[src/rtl/npu_add_tree_seq.sv]
// Sequencer for the 8-lane NPU add tree: streams operand chunks from SRAM into the
// tree, tracks each chunk through the memory+tree pipeline and accumulates the results.
module npu_add_tree_seq #(
  parameter int LANES    = 8,
  parameter int AW       = 10,
  parameter int LENW     = 10,
  parameter int DWOUT    = 19,
  parameter int ACCW     = 32,
  parameter int MEM_LAT  = 1,
  parameter int TREE_LAT = 2
) (
  input  logic                 clk,
  input  logic                 rst,
  input  logic                 start,
  input  logic [AW-1:0]        cfg_base,
  input  logic [LENW-1:0]      cfg_len,
  input  logic                 cfg_signed,
  output logic                 busy,
  output logic                 rd_en,
  output logic [AW-1:0]        rd_addr,
  input  logic [LANES*8-1:0]   rd_data,
  input  logic [LANES*8-1:0]   rd_para,
  output logic [LANES*8-1:0]   tree_data,
  output logic [LANES*8-1:0]   tree_para,
  output logic                 tree_signed,
  input  logic [DWOUT-1:0]     tree_result,
  output logic [ACCW-1:0]      acc_out,
  output logic                 acc_valid,
  input  logic                 acc_ready
);

  localparam int DEPTH = MEM_LAT + TREE_LAT;

  localparam logic [1:0] S_IDLE  = 2'd0;
  localparam logic [1:0] S_ISSUE = 2'd1;
  localparam logic [1:0] S_DRAIN = 2'd2;
  localparam logic [1:0] S_OUT   = 2'd3;

  localparam logic [LENW-1:0] LEN_ONE  = {{(LENW-1){1'b0}}, 1'b1};
  localparam logic [LENW-1:0] LEN_ZERO = {LENW{1'b0}};
  localparam logic [AW-1:0]   AW_ONE   = {{(AW-1){1'b0}}, 1'b1};

  logic [1:0]       state_q, state_d;
  logic             busy_q, busy_d;
  logic             rd_en_q, rd_en_d;
  logic [AW-1:0]    rd_addr_q, rd_addr_d;
  logic [LENW-1:0]  len_q, len_d;
  logic [LENW-1:0]  issued_q, issued_d;
  logic [LENW-1:0]  retired_q, retired_d;
  logic [ACCW-1:0]  acc_q, acc_d;
  logic             acc_valid_q, acc_valid_d;
  logic             signed_q, signed_d;
  logic [DEPTH-1:0] tag_q, tag_d;
  logic             retire_s;

  function automatic logic [ACCW-1:0] ext(input logic [DWOUT-1:0] r, input logic s);
    if (s) begin
      ext = {{(ACCW-DWOUT){r[DWOUT-1]}}, r};
    end else begin
      ext = {{(ACCW-DWOUT){1'b0}}, r};
    end
  endfunction

  // Next-state: tag shift, accumulation on retiring tags, and the control FSM.
  always_comb begin
    state_d     = state_q;
    rd_en_d     = rd_en_q;
    rd_addr_d   = rd_addr_q;
    len_d       = len_q;
    issued_d    = issued_q;
    retired_d   = retired_q;
    acc_d       = acc_q;
    acc_valid_d = acc_valid_q;
    signed_d    = signed_q;

    // A tag leaving the pipe lines up with the tree result of its chunk.
    tag_d[0] = rd_en_q;
    for (int i = 1; i < DEPTH; i++) begin
      tag_d[i] = tag_q[i-1];
    end
    retire_s = tag_q[DEPTH-1];

    if (retire_s) begin
      acc_d     = acc_q + ext(tree_result, signed_q);
      retired_d = retired_q + LEN_ONE;
    end else begin
      acc_d     = acc_q;
      retired_d = retired_q;
    end

    case (state_q)
      S_IDLE: begin
        if (start) begin
          len_d     = cfg_len;
          signed_d  = cfg_signed;
          acc_d     = {ACCW{1'b0}};
          issued_d  = LEN_ZERO;
          retired_d = LEN_ZERO;
          if (cfg_len != LEN_ZERO) begin
            state_d   = S_ISSUE;
            rd_en_d   = 1'b1;
            rd_addr_d = cfg_base;
          end else begin
            state_d     = S_OUT;
            acc_valid_d = 1'b1;
          end
        end else begin
          state_d = S_IDLE;
        end
      end
      S_ISSUE: begin
        issued_d = issued_q + LEN_ONE;
        if (issued_q == len_q - LEN_ONE) begin
          state_d = S_DRAIN;
          rd_en_d = 1'b0;
        end else begin
          rd_addr_d = rd_addr_q + AW_ONE;
        end
      end
      S_DRAIN: begin
        if (retire_s && (retired_q == len_q - LEN_ONE)) begin
          state_d     = S_OUT;
          acc_valid_d = 1'b1;
        end else begin
          state_d = S_DRAIN;
        end
      end
      S_OUT: begin
        if (acc_ready) begin
          state_d     = S_IDLE;
          acc_valid_d = 1'b0;
        end else begin
          state_d = S_OUT;
        end
      end
      default: begin
        state_d     = S_IDLE;
        rd_en_d     = 1'b0;
        acc_valid_d = 1'b0;
      end
    endcase

    busy_d = (state_d != S_IDLE);
  end

  // State registers; reset also flushes in-flight tags so late tree results are dropped.
  always_ff @(posedge clk) begin
    if (rst) begin
      state_q     <= S_IDLE;
      busy_q      <= 1'b0;
      rd_en_q     <= 1'b0;
      rd_addr_q   <= {AW{1'b0}};
      len_q       <= LEN_ZERO;
      issued_q    <= LEN_ZERO;
      retired_q   <= LEN_ZERO;
      acc_q       <= {ACCW{1'b0}};
      acc_valid_q <= 1'b0;
      signed_q    <= 1'b0;
      tag_q       <= {DEPTH{1'b0}};
    end else begin
      state_q     <= state_d;
      busy_q      <= busy_d;
      rd_en_q     <= rd_en_d;
      rd_addr_q   <= rd_addr_d;
      len_q       <= len_d;
      issued_q    <= issued_d;
      retired_q   <= retired_d;
      acc_q       <= acc_d;
      acc_valid_q <= acc_valid_d;
      signed_q    <= signed_d;
      tag_q       <= tag_d;
    end
  end

  assign busy        = busy_q;
  assign rd_en       = rd_en_q;
  assign rd_addr     = rd_addr_q;
  assign tree_data   = rd_data;
  assign tree_para   = rd_para;
  assign tree_signed = signed_q;
  assign acc_out     = acc_q;
  assign acc_valid   = acc_valid_q;

endmodule

[config.mk]
export PLATFORM = sky130hd
export DESIGN_NAME = npu_add_tree_seq
export DESIGN_NICKNAME = d
export VERILOG_FILES = /design/src/rtl/npu_add_tree_seq.sv
export SDC_FILE = /design/constraint.sdc
export NUM_CORES = 1
export LEC_CHECK = 0
export CAP_MARGIN = 20
export CELL_PAD_IN_SITES_DETAIL_PLACEMENT = 1
export CELL_PAD_IN_SITES_GLOBAL_PLACEMENT = 1
export CORE_UTILIZATION = 25
export DETAILED_ROUTE_END_ITERATION = 8
export GPL_TIMING_DRIVEN = 0
export PLACE_DENSITY = 0.79
export SYNTH_ARGS = -nofsm -noshare
export SYNTH_HDL_FRONTEND = slang
export SYNTH_SLANG_ARGS = --single-unit
[constraint.sdc]
create_clock -name clk -period 3.5 [get_ports clk]
set_input_delay 0.7 -clock clk [delete_from_list [all_inputs] [get_ports clk]]
set_output_delay 0.7 -clock clk [all_outputs]
set_load 0.01 [all_outputs]
==> impl_metrics.tcl <==
set metrics [dict create \
    synth_nets 1052 \
    pwr-share-clk_pct 31.9 \
    max_cap_violations 0 \
    synth_cells 840 \
    arrival_ps 3620 \
    synth.largest_area_cell "dfxtp_1" \
    synth_flop_cell "dfxtp_1" \
    multiInputGateArea_um2 3880 \
    dpl-instance-area_um2 9250 \
    holdBufCountCts 0 \
    min_from "tag_q[1]" \
    switching_share_pct 32.8 \
    cts-root-buf "clkbuf_16" \
    relSlewSlack_pct 45.1 \
    hold_depth 1 \
    combPwrFrac_pct 35.2 \
    antenna_found_initial 0 \
    final-max-slew-violation-count 0 \
    cpMostUsedCell "mux2i_1" \
    ys_types 74 \
    clock_path_buffers 2 \
    drtIter0Drc 306 \
    grt_max_degree 16 \
    r2r_slack_ps 300 \
    clk_pin_slew_ps 60 \
    worstHoldEndpoint "tag_q[2]" \
    core-area_um2 26100 \
    clock.fmax_ghz 0.300 \
    synth_area_um2 6670 \
    p_per_area_nw_per_um2 334 \
    worstMarginPinSlew_ps 823 \
    yosysMostFrequentCell "buf_4" \
    ir_drop_mv 0.212 \
    crit_type "primary input to flip-flop" \
    drt_wl_total_mm 21.2 \
    dieArea_um2 27300 \
    power.total_uw 3210 \
    synth_top_cell_area_share_pct 24.3 \
    pwr-share-seq_pct 32.9 \
    yosys_warnings 0 \
    power.internal_uw 2160 \
    num_antenna_cells 0 \
    ios 346 \
    grt_pass1_wl_mm 32.3 \
    hold_violations 0 \
    clk_latency_ps 360 \
    ys_seq_area_share_pct 24.3 \
    critPathLaunchType "primary input" \
    place_hpwl_mm 16.7 \
    fin_skew_ps 13.3 \
    dr.pass1.iters 6 \
    period_share_pct 95.3 \
    rsz0062_at_grt "no" \
    synthArstFlopShare_pct 0 \
    routabilityCongestion 0.862 \
    die_h_um 165 \
    setup.worst_path.end_class "flip-flop" \
    io_buffer_count 216 \
    cpLargestDelayFamily "compound AO/OA/AOI/OAI gates" \
    numCtsBuffers 9 \
    violations "DRC" \
    final_nets 1285 \
    finalCriticalPeriod_ps 3330 \
    slowest_stage "a2111o_1" \
    h-tree-depth 3 \
    r2r-start "tree_signed" \
    num_vias 6746 \
    track_usage_pct 14.8 \
    p_sw_uw 1060 \
    cp.depth 13 \
    netlist_top_cells_area "dfxtp_1 (24%), buf_4 (15%), ha_1 (7.3%), nand2_1 (4.7%), xnor2_1 (4.3%)" \
    area.sequential_um2 1620 \
    syn_avg_cell_area_um2 7.94 \
    drive_gt1_share_pct 17.8 \
    fill_cells 3172 \
    p_leak_uw 0.00395 \
    wire_per_inst_um 15.0 \
    synth-seq-cells 81 \
    synth_common_cells "buf_4 (129), nand2_1 (83), dfxtp_1 (81)" \
    fin_tns_setup_ps 0 \
    tritoncts "done" \
    die_w_um 165 \
    stdcell_count 1413 \
    hp-class "flip-flop to flip-flop" \
    required_ps 3780 \
    slowest_delay_ps 410 \
    finalSetupViolations 0 \
    grt_pass1_vias 6385 \
    r2r_cells 12 \
    r2r-end "acc_out[31]" \
    overflow 0 \
    place_inst 1391 \
    drtAntennaViolNets 0 \
    path_max_fanout 10 \
    outcome "finished, violations left" \
    crit_buf_inv 3 \
    viasPerCell 4.77 \
    synth_edf_count 0 \
    std_cell_rows 59 \
    start_util_pct 25.5 \
    drc 50 \
    path_cells "clkbuf_2 -> nand2_2 -> clkinvlp_4 -> ha_1 -> clkbuf_4 -> a21o_1 -> o21bai_1 -> or2_0 -> a2111o_1 -> a41o_1 -> a221oi_2 -> mux2i_1 -> mux2i_1" \
    fin_area_um2 9630 \
    syn_to_final_growth_pct 44.3 \
    cts_sinks 81 \
]
-- how the worst max path moves through the flow --
stage	slack [ps]	endpoint	from
final	170	acc_out[31]	tree_result[18]
after global routing	0.3	acc_out[31]	tree_result[1]
after CTS	50	acc_out[12]	tree_result[0]
after detailed placement	-960	acc_out[31]	tree_result[18]
after global placement	-920	acc_out[31]	tree_result[18]
after floorplan	100	acc_out[31]	tree_result[18]
-- cell families (layout without fill, tap and decap cells) --
group / Yosys count / after routing / synth area share, %
adders and majority gates: 40 / 40 / 7.61
muxes: 19 / 19 / 2.87
buffers and inverters: 182 / 420 / 17.8
AOI/OAI and AO/OA: 183 / 183 / 17.8
and+or+nand+nor: 277 / 277 / 21.3
xor gates and xnor gates: 58 / 58 / 8.34
DFF: 81 / 81 / 24.3
-- layer usage --
metal,part of all wire (%),track usage [%],wire length (um)
met4,0.99,3.10,209
met5,0,0,0
met3,6.0,2.37,1280
met2,49,26.4,10500
met1,44,18.7,9270
-- registers in the layout (all words and copies together), names as in the netlist --
signal and cells:
len_q 10, acc_valid 1, acc_out 32, retired_q 10, state_q 2, rd_en 1, rd_addr 10, busy 1
issued_q 10, tag_q 3, tree_signed 1
-- cells in the final DEF, fill, tap and decap left out, types with 9 or more instances in the layout --
master	n
a211oi_1	11
a21o_1	15
a21oi_1	57
and3_1	16
buf_4	135
clkbuf_1	21
clkbuf_16	9
clkdlybuf4s50_1	215
dfxtp_1	81
ha_1	39
inv_1	18
mux2i_1	18
nand2_1	82
nand3_1	27
nand4_1	13
nor2_1	58
nor2b_1	11
nor3_1	17
o21ai_0	38
o22ai_1	9
or3_1	9
xnor2_1	33
xor2_1	21
-- through the flow --
stage | worst slack, ps | util [%] | hold slack [ps]
finish | 166 | 36.8 | 443
floorplan | 98.4 | - | 414
global route | 0.291 | 36.8 | 476
detailed placement | -965 | 35.4 | 431
global placement | -916 | 35.4 | 418
CTS | 53.5 | 36.7 | 449
-- power by group through the flow --
stage	Clock, uW	Combinational [uW]	Sequential, uW
6_report	1030	1130	1060
5_1_grt	1080	1240	1070
4_1_cts	1050	1140	1060
3_5_place_dp	0	1120	1080
3_3_place_gp	0	1100	1080
2_1_floorplan	0	686	1080
-- cell type report --
cell class	instances	share of cell area, %
clock inverter	6	0.754
multi-input combinational	577	40.3
tap	335	4.35
buffer	163	11.6
sequential	81	16.8
inverter	19	0.780
timing repair buffer	222	22.9
clock buffer	10	2.48
-- repair_timing --
item | 4_1_cts | 5_1_grt
gates resized for setup | 3 | 8
setup buffers | 4 | 2
endpoints found under the setup margin | 4 | 6
pin swaps | 2 | 5
Note: power is estimated with default switching activity, not from simulation.
